`config.mk`:
```
export PLATFORM = sky130hd
export DESIGN_NAME = ofmap_spike_packetizer
export DESIGN_NICKNAME = d
export VERILOG_FILES = /design/src/rtl/ofmap_spike_packetizer.sv
export SDC_FILE = /design/constraint.sdc
export NUM_CORES = 1
export LEC_CHECK = 0
export ABC_AREA = 1
export CAP_MARGIN = 15
export CORE_MARGIN = 5
export CORE_UTILIZATION = 40
export CTS_BUF_LIST = sky130_fd_sc_hd__clkbuf_8
export DETAILED_ROUTE_END_ITERATION = 10
export MAX_ROUTING_LAYER = met4
export PLACE_DENSITY_LB_ADDON = 0.05
export SLEW_MARGIN = 40
export SYNTH_ARGS = -nofsm -noshare
export SYNTH_HDL_FRONTEND = slang
export SYNTH_SLANG_ARGS = --single-unit
```
`constraint.sdc`:
```
create_clock -name clk -period 2.95 [get_ports clk]
set_input_delay 0.59 -clock clk [delete_from_list [all_inputs] [get_ports clk]]
set_output_delay 0.59 -clock clk [all_outputs]
set_load 0.01 [all_outputs]
```
`src/rtl/ofmap_spike_packetizer.sv`:
```
// PE output stage: buffers fired ofmap spikes and emits 64-bit NoC output packets, closing each timestep with a DONE packet.
// Optional build macro OFMAP_PKT_STATS_EN adds pkt_count / drop_count statistics ports.
module ofmap_spike_packetizer #(
  parameter logic [3:0]  SRC_ADDR   = 4'b0001,
  parameter logic [3:0]  DEST_ADDR  = 4'b0000,
  parameter int unsigned FIFO_DEPTH = 4,
  parameter int unsigned OFMAP_DIM  = 21
) (
  input  logic        clk,
  input  logic        reset,
  input  logic        spk_valid,
  output logic        spk_ready,
  input  logic [4:0]  spk_row,
  input  logic [4:0]  spk_col,
  input  logic        spk_fire,
  input  logic        ts_done_valid,
  output logic        ts_done_ready,
  output logic        pkt_valid,
  input  logic        pkt_ready,
  output logic [63:0] pkt_data
`ifdef OFMAP_PKT_STATS_EN
  ,
  output logic [15:0] pkt_count,
  output logic [7:0]  drop_count
`endif
);

  localparam int unsigned AW = (FIFO_DEPTH > 1) ? $clog2(FIFO_DEPTH) : 1;
  localparam int unsigned CW = AW + 1;
  localparam logic [1:0] PKT_TYPE = 2'b11;
  localparam logic [9:0] DONE_CODE = 10'h1FF;

  typedef enum logic [1:0] {
    IDLE      = 2'd0,
    STREAM    = 2'd1,
    DRAIN     = 2'd2,
    SEND_DONE = 2'd3
  } fsmStateT;

  logic [9:0]    fifoMem [FIFO_DEPTH];
  logic [AW-1:0] wrPtr;
  logic [AW-1:0] rdPtr;
  logic [CW-1:0] fifoCount;
  logic [CW-1:0] countNext;
  logic          donePending;
  logic          donePendingNext;
  fsmStateT      state;
  fsmStateT      stateNext;

  logic fifoNonEmpty;
  logic fifoFull;
  logic inRange;
  logic spkAccept;
  logic doneAccept;
  logic push;
  logic pop;
  logic oregFree;
  logic doneLoad;

  // STREAM/DRAIN are exactly the FIFO-non-empty states
  assign fifoNonEmpty  = (state == STREAM) || (state == DRAIN);
  assign fifoFull      = (fifoCount == CW'(FIFO_DEPTH));
  assign spk_ready     = !fifoFull && !donePending;
  assign ts_done_ready = !donePending;

  assign inRange    = (32'(spk_row) < OFMAP_DIM) && (32'(spk_col) < OFMAP_DIM);
  assign spkAccept  = spk_valid && spk_ready;
  assign push       = spkAccept && spk_fire && inRange;
  assign doneAccept = ts_done_valid && ts_done_ready;
  assign oregFree   = !pkt_valid || pkt_ready;
  assign pop        = oregFree && fifoNonEmpty;
  assign doneLoad   = oregFree && !fifoNonEmpty && donePending;

  // Next-state values shared by the register block
  always_comb begin
    countNext       = fifoCount + CW'(push) - CW'(pop);
    donePendingNext = (donePending && !doneLoad) || doneAccept;
    stateNext       = IDLE;
    if (countNext != '0) begin
      stateNext = donePendingNext ? DRAIN : STREAM;
    end else if (doneLoad || donePendingNext ||
                 ((state == SEND_DONE) && pkt_valid && !pkt_ready)) begin
      stateNext = SEND_DONE;
    end
  end

  always_ff @(posedge clk) begin
    if (push) begin
      fifoMem[wrPtr] <= {spk_row, spk_col};
    end
  end

  always_ff @(posedge clk or posedge reset) begin
    if (reset) begin
      wrPtr       <= '0;
      rdPtr       <= '0;
      fifoCount   <= '0;
      donePending <= 1'b0;
      state       <= IDLE;
      pkt_valid   <= 1'b0;
      pkt_data    <= '0;
    end else begin
      fifoCount   <= countNext;
      donePending <= donePendingNext;
      state       <= stateNext;
      if (push) begin
        wrPtr <= wrPtr + AW'(1);
      end
      if (pop) begin
        rdPtr <= rdPtr + AW'(1);
      end
      // Output register: FIFO head beats DONE so spikes stay ahead of their timestep's DONE
      if (pop) begin
        pkt_valid <= 1'b1;
        pkt_data  <= {DEST_ADDR, SRC_ADDR, PKT_TYPE, 44'd0, fifoMem[rdPtr]};
      end else if (doneLoad) begin
        pkt_valid <= 1'b1;
        pkt_data  <= {DEST_ADDR, SRC_ADDR, PKT_TYPE, 44'd0, DONE_CODE};
      end else if (oregFree) begin
        pkt_valid <= 1'b0;
      end
    end
  end

`ifdef OFMAP_PKT_STATS_EN
  // Delivered packets wrap; out-of-range drops saturate
  always_ff @(posedge clk or posedge reset) begin
    if (reset) begin
      pkt_count  <= '0;
      drop_count <= '0;
    end else begin
      if (pkt_valid && pkt_ready) begin
        pkt_count <= pkt_count + 16'd1;
      end
      if (spkAccept && spk_fire && !inRange && (drop_count != 8'hFF)) begin
        drop_count <= drop_count + 8'd1;
      end
    end
  end
`endif

endmodule
```
Word-level counts from Yosys, hierarchy flattened
Memory sizes are Yosys's and may differ from the RTL's.
Index checks and enable logic that the tools add are counted.
{"block": "totals", "output_inout_bits": 67, "register_bits": 75, "elab_cells": 54, "n_memories": 1, "in_bits": 16, "mem_bits_rw": 40}
{"name": "fifoMem", "depth": 4, "width": 10, "read_ports": 1, "rd_clocked_by_memory_dff": 0, "wr": 1, "line_no": "40", "source": "logic [9:0] fifoMem [FIFO_DEPTH];"}
{"block": "op_classes", "magnitude_cmp": 2, "n_addsub": 4, "n_eq_ne": 4, "muxes": 10, "reduce_logical": 26}
{"cell": "$mux 64", "count": 2}
{"cell": "$logic_and 1x1->1", "count": 12}
{"cell": "$lt 5x5->1 const B", "count": 2}
{"cell": "$logic_not 1->1", "count": 6}
{"cell": "$mux 2", "count": 3}
{"cell": "$reduce_bool 3->1", "count": 2}
{"cell": "$logic_or 1x1->1", "count": 5}
{"cell": "$mux 1", "count": 5}
{"cell": "$add 2x1->2 const B", "count": 2}
{"cell": "$eq 2x2->1 const B", "count": 2}
{"cell": "$add 3x1->3", "count": 1}
{"cell": "$eq 3x3->1 const B", "count": 1}
{"cell": "$sub 3x1->3", "count": 1}
{"cell": "$eq 2x1->1 const B", "count": 1}
{"cell": "$reduce_bool 2->1", "count": 1}

Logic depth before layout (Yosys ltp)
Gate-level depths: netlist of the first run.
{"block": "depth", "depth_word": 12, "mapped_depth": 14}

Worst setup path before layout of the first run
No wires, ideal clock.
{"block": "synth_timing", "path_kind": "input port to flip-flop", "startpoint": "input port spk_col[1]", "endpoint": "register state[0]", "slack_ps": 474, "setup_ps": 119, "stages": 11, "arrival_time_ps": 2357, "path_buffers": 0, "required_time_ps": 2831, "path_cell_list": "o21ai_0 nand2_1 nand2_1 nand3_4 ha_1 inv_1 ha_1 fa_1 nor2_1 nand3_1 o21a_1"}
{"block": "synth_via", "elab_chain_cells": 7}
{"element": "start, declared", "line_no": "14", "source": "input logic [4:0] spk_col,"}
{"element": "$lt 5x5->1", "line_no": "66", "source": "assign inRange = (32'(spk_row) < OFMAP_DIM) && (32'(spk_col) < OFMAP_DIM);"}
{"element": "$logic_and 1x1->1", "line_no": "66"}
{"element": "$logic_and 1x1->1", "line_no": "68", "source": "assign push = spkAccept && spk_fire && inRange;"}
{"element": "$add 3x1->3", "line_no": "76", "source": "countNext = fifoCount + CW'(push) - CW'(pop);"}
{"element": "$sub 3x1->3", "line_no": "76"}
{"element": "via countNext[1]", "line_no": "44", "source": "logic [CW-1:0] countNext;"}
{"element": "$reduce_bool 3->1", "line_no": "79", "source": "if (countNext != '0) begin"}
{"element": "$mux 2", "line_no": "79"}
{"element": "via stateNext[0]", "line_no": "48", "source": "fsmStateT stateNext;"}
{"element": "end signal, assigned", "line_no": "105", "source": "state <= stateNext;"}
{"element": "end, declared", "line_no": "47", "source": "fsmStateT state;"}
The timed path passes the listed nets, and every way through them passes these cells.
A chain may end at the register's enable or synchronous reset.

Worst setup path in the final report of the first run
{"block": "layout_timing", "startpoint": "input port spk_row[1]", "endpoint": "register state[0]"}
{"block": "layout_via", "elab_chain_cells": 7}
{"element": "start, declared", "line_no": "13", "source": "input logic [4:0] spk_row,"}
{"element": "$lt 5x5->1", "line_no": "66"}
{"element": "$logic_and 1x1->1", "line_no": "66"}
{"element": "$logic_and 1x1->1", "line_no": "68"}
{"element": "$add 3x1->3", "line_no": "76"}
{"element": "$sub 3x1->3", "line_no": "76"}
{"element": "via countNext[1]", "line_no": "44"}
{"element": "$reduce_bool 3->1", "line_no": "79"}
{"element": "$mux 2", "line_no": "79"}
{"element": "via stateNext[0]", "line_no": "48"}
The timed path passes the listed nets, and every way through them passes these cells.

==> results of run 1 <==
==> power by group through the flow <==
stage               Combinational, W  Sequential [W]  Clock, W
finish                       0.00138         0.00121  0.000634
global placement             0.00139         0.00123         0
CTS                          0.00142         0.00121  0.000649
detailed placement           0.00142         0.00123         0
floorplan                    0.00102         0.00123         0
global route                 0.00159         0.00123  0.000691
==> sequential cells by signal, summed over array words and instances (netlist names) <==
| signal | cells |
|---|---|
| donePending | 1 |
| fifoCount | 3 |
| fifoMem | 40 |
| pkt_data | 11 |
| pkt_valid | 1 |
| rdPtr | 2 |
| state | 2 |
| wrPtr | 2 |
==> metal layers <==
metal,vias up,share of wire
met5,-,0
met4,0,0.011
met3,8,0.074
met2,66,0.47
met1,845,0.45
li1,946,-
==> worst paths after layout <==
check                      cells after the start   startpoint          end
max in group asynchronous                      3        reset  pkt_data[2]
hold / removal                                 2  pkt_data[9]  pkt_data[9]
min in group asynchronous                      3        reset  pkt_data[0]
setup / recovery                              12   spk_row[1]     state[0]
hold reg to reg                                2  pkt_data[9]  pkt_data[9]
setup reg to reg                              11  donePending     state[0]
==> logic make-up (layout without fill, tap and decap cells) <==
family | after synthesis | count (layout)
xor+xnor | 1 | 1
flops | 62 | 62
buf+inv | 92 | 99
fa+ha+maj | 8 | 8
other cells | 1 | 51
compound gates | 31 | 31
simple gates | 97 | 97
==> through the flow <==
step           power, W  utilization  worst slack [ns]
6_report       0.003223       0.4801            0.1785
5_1_grt        0.003517       0.4801           0.03584
4_1_cts        0.003276       0.4801            0.1788
3_5_place_dp   0.002642       0.4576           -0.1870
3_3_place_gp   0.002619       0.4576          -0.09976
2_1_floorplan  0.002248            -            0.4739
==> worst max-delay path, stage by stage <==
cell and delay, ns:
clkdlybuf4s50_1 0.49, o21ai_0 0.24, nand2_1 0.07, nand2_1 0.12, nand3_4 0.08, ha_1 0.28, inv_1 0.04, ha_1 0.17
fa_1 0.45, nor2_1 0.15, nand3_1 0.11, o21a_1 0.19
==> layout by cell type, fill, tap and decap left out, drive strengths merged <==
cell type      Yosys  layout
inv               32      33
nor2              48      48
conb               1      51
ha                 7       7
nand2             29      29
o21ai             29      29
buf               60      21
edfxtp            40      40
fa                 1       1
o21a               1       1
clkbuf             0      10
dfrtp             22      22
clkdlybuf4s50      0      31
or2                1       1
clkinv             0       4
a31oi              1       1
nand3             16      16
nand4              3       3
xor2               1       1
==> layout make-up <==
type                            count  area, um^2  area share
Multi-Input combinational cell    188       890.9      0.2531
Clock inverter                      5       27.53    0.007821
Sequential cell                    62        1752      0.4977
Timing Repair Buffer               52       467.9      0.1330
Tap cell                           99       123.9     0.03519
Clock buffer                       10       137.6     0.03910
Inverter                           32       120.1     0.03413
==> metrics.cfg, run 1 <==
[layout]
diodes=0
stdcell_count=448
fin_nets=369
fill_cells=688
stdcell_area_mm2=0.003520
syn_to_final_growth_pct=15.71
drive_gt1_frac=0.1347

[placement]
place_congestion=0.7572
hpwl_um=4078
dpl_cell_area_mm2=0.003354
io_buffers=31
dp.cells=433

[route]
wl_um=5821
vias_per_cell=4.163
wl_per_cell_um=12.99
drc_errors=0
vias=1865
first_pass_iters=4
drtAntennaViolNets=0
drt_iter0_markers=50

[timing]
relSlewSlack=0.6444
fin_tns_setup_ns=0
finalSetupViolations=0
rsz0062_at_grt=no
min_period_over_period=0.9395
finalHoldViolCount=0
fmax_mhz=360.8
slew_viol_final=0
worstMarginPinSlew_ns=0.5335
min_period_ns=2.772
hold_slack_ns=0.4812
finClkSkew_ns=0.006883

[clock_tree]
cts.sinks=62
clk_pin_slew_ns=0.07
htree_levels=3
cts_hold_buf=0
clockRootBuffer=clkbuf_8
clock_latency_ns=0.33
postCtsSetupRepairBufs=0
cts_tree=yes
ctsResizeCount=0
clk_path_buf_depth=2
numCtsBuffers=9

[worst_setup_path]
timing.setup.critical_path_class=input pin to register
crit_fanout=5
worstPathArrival_ns=3.00
required_ns=3.17
endpoint_kind=register
start_kind=input pin
worst-r2r-setup-slack_ns=0.56

[power]
comb_power_share=0.428
power.switching_w=0.001244
ir_drop_mv=0.6031
intPower_w=0.001979
p_leak_nw=1.527
p_sw_frac=0.3860
p_clk_frac=0.197
power_frac_seq=0.375
powerDensity_mw_per_mm2=915.6

[synthesis]
synthTopCellsByArea=edfxtp_1 39%, dfrtp_1 18%, buf_4 13%, nor2_1 5.6%, o21ai_1 4.3%
synth_area_mm2=0.003042
yosysWarnings=0
synthArstFlopShare=0.3548
avgSynthCellArea_um2=10.42
yosys.area.top_type=edfxtp_1
synth-compound-area-share=0.05224
synth-edff-count=40
synth_top_family_by_area=buffers and inverters
syn_inst=292
synth_mux_area_frac=0
synthSimpleGateAreaFrac=0.1394
synth-seq-area-share=0.5759
synthAdderAreaFrac=0.03538
synth_top_area_frac=0.3949
ys.flop_type=edfxtp_1
ys_top_cells_by_count=54 x buf_4, 45 x nor2_1, 40 x edfxtp_1, 27 x inv_1, 27 x nand2_1
ys_types=24
synth-xor-area-share=0.002879
synth-seq-cells=62
synth.most_common_cell=buf_4

[status]
run_status=finished, final reports clean

[grt]
grt_pass1_wl_um=9370
grt_max_degree=23
grt_pass1_vias=1845
use_met3=0.04451
grt_most_used_layer=met2
overflow=0
grt_use_met1=0.1581
antenna_found_initial=0
grt_usage=0.1320
use_met2=0.2097

[die]
core_area_mm2=0.007331
ios=83
initial_core_util=0.4149
dieArea_mm2=0.009448
die-height_um=97.20
num_rows=31
fp.dieW_um=97.20

[worst_hold_path]
worstHoldPathType=register to register

[run]
maxCapViolations=0

No activity file was read; power rests on OpenSTA's default activity.
==> inputs of run 2 (changes only) <==
--- a/config.mk
+++ b/config.mk
@@ -13,6 +13,7 @@
 export DETAILED_ROUTE_END_ITERATION = 10
 export MAX_ROUTING_LAYER = met4
 export PLACE_DENSITY_LB_ADDON = 0.05
+export SKIP_LAST_GASP = 1
 export SLEW_MARGIN = 40
 export SYNTH_ARGS = -nofsm -noshare
 export SYNTH_HDL_FRONTEND = slang
==> results of run 2 <==
The final DEF is identical to that of run 1; final timing and power are the same.
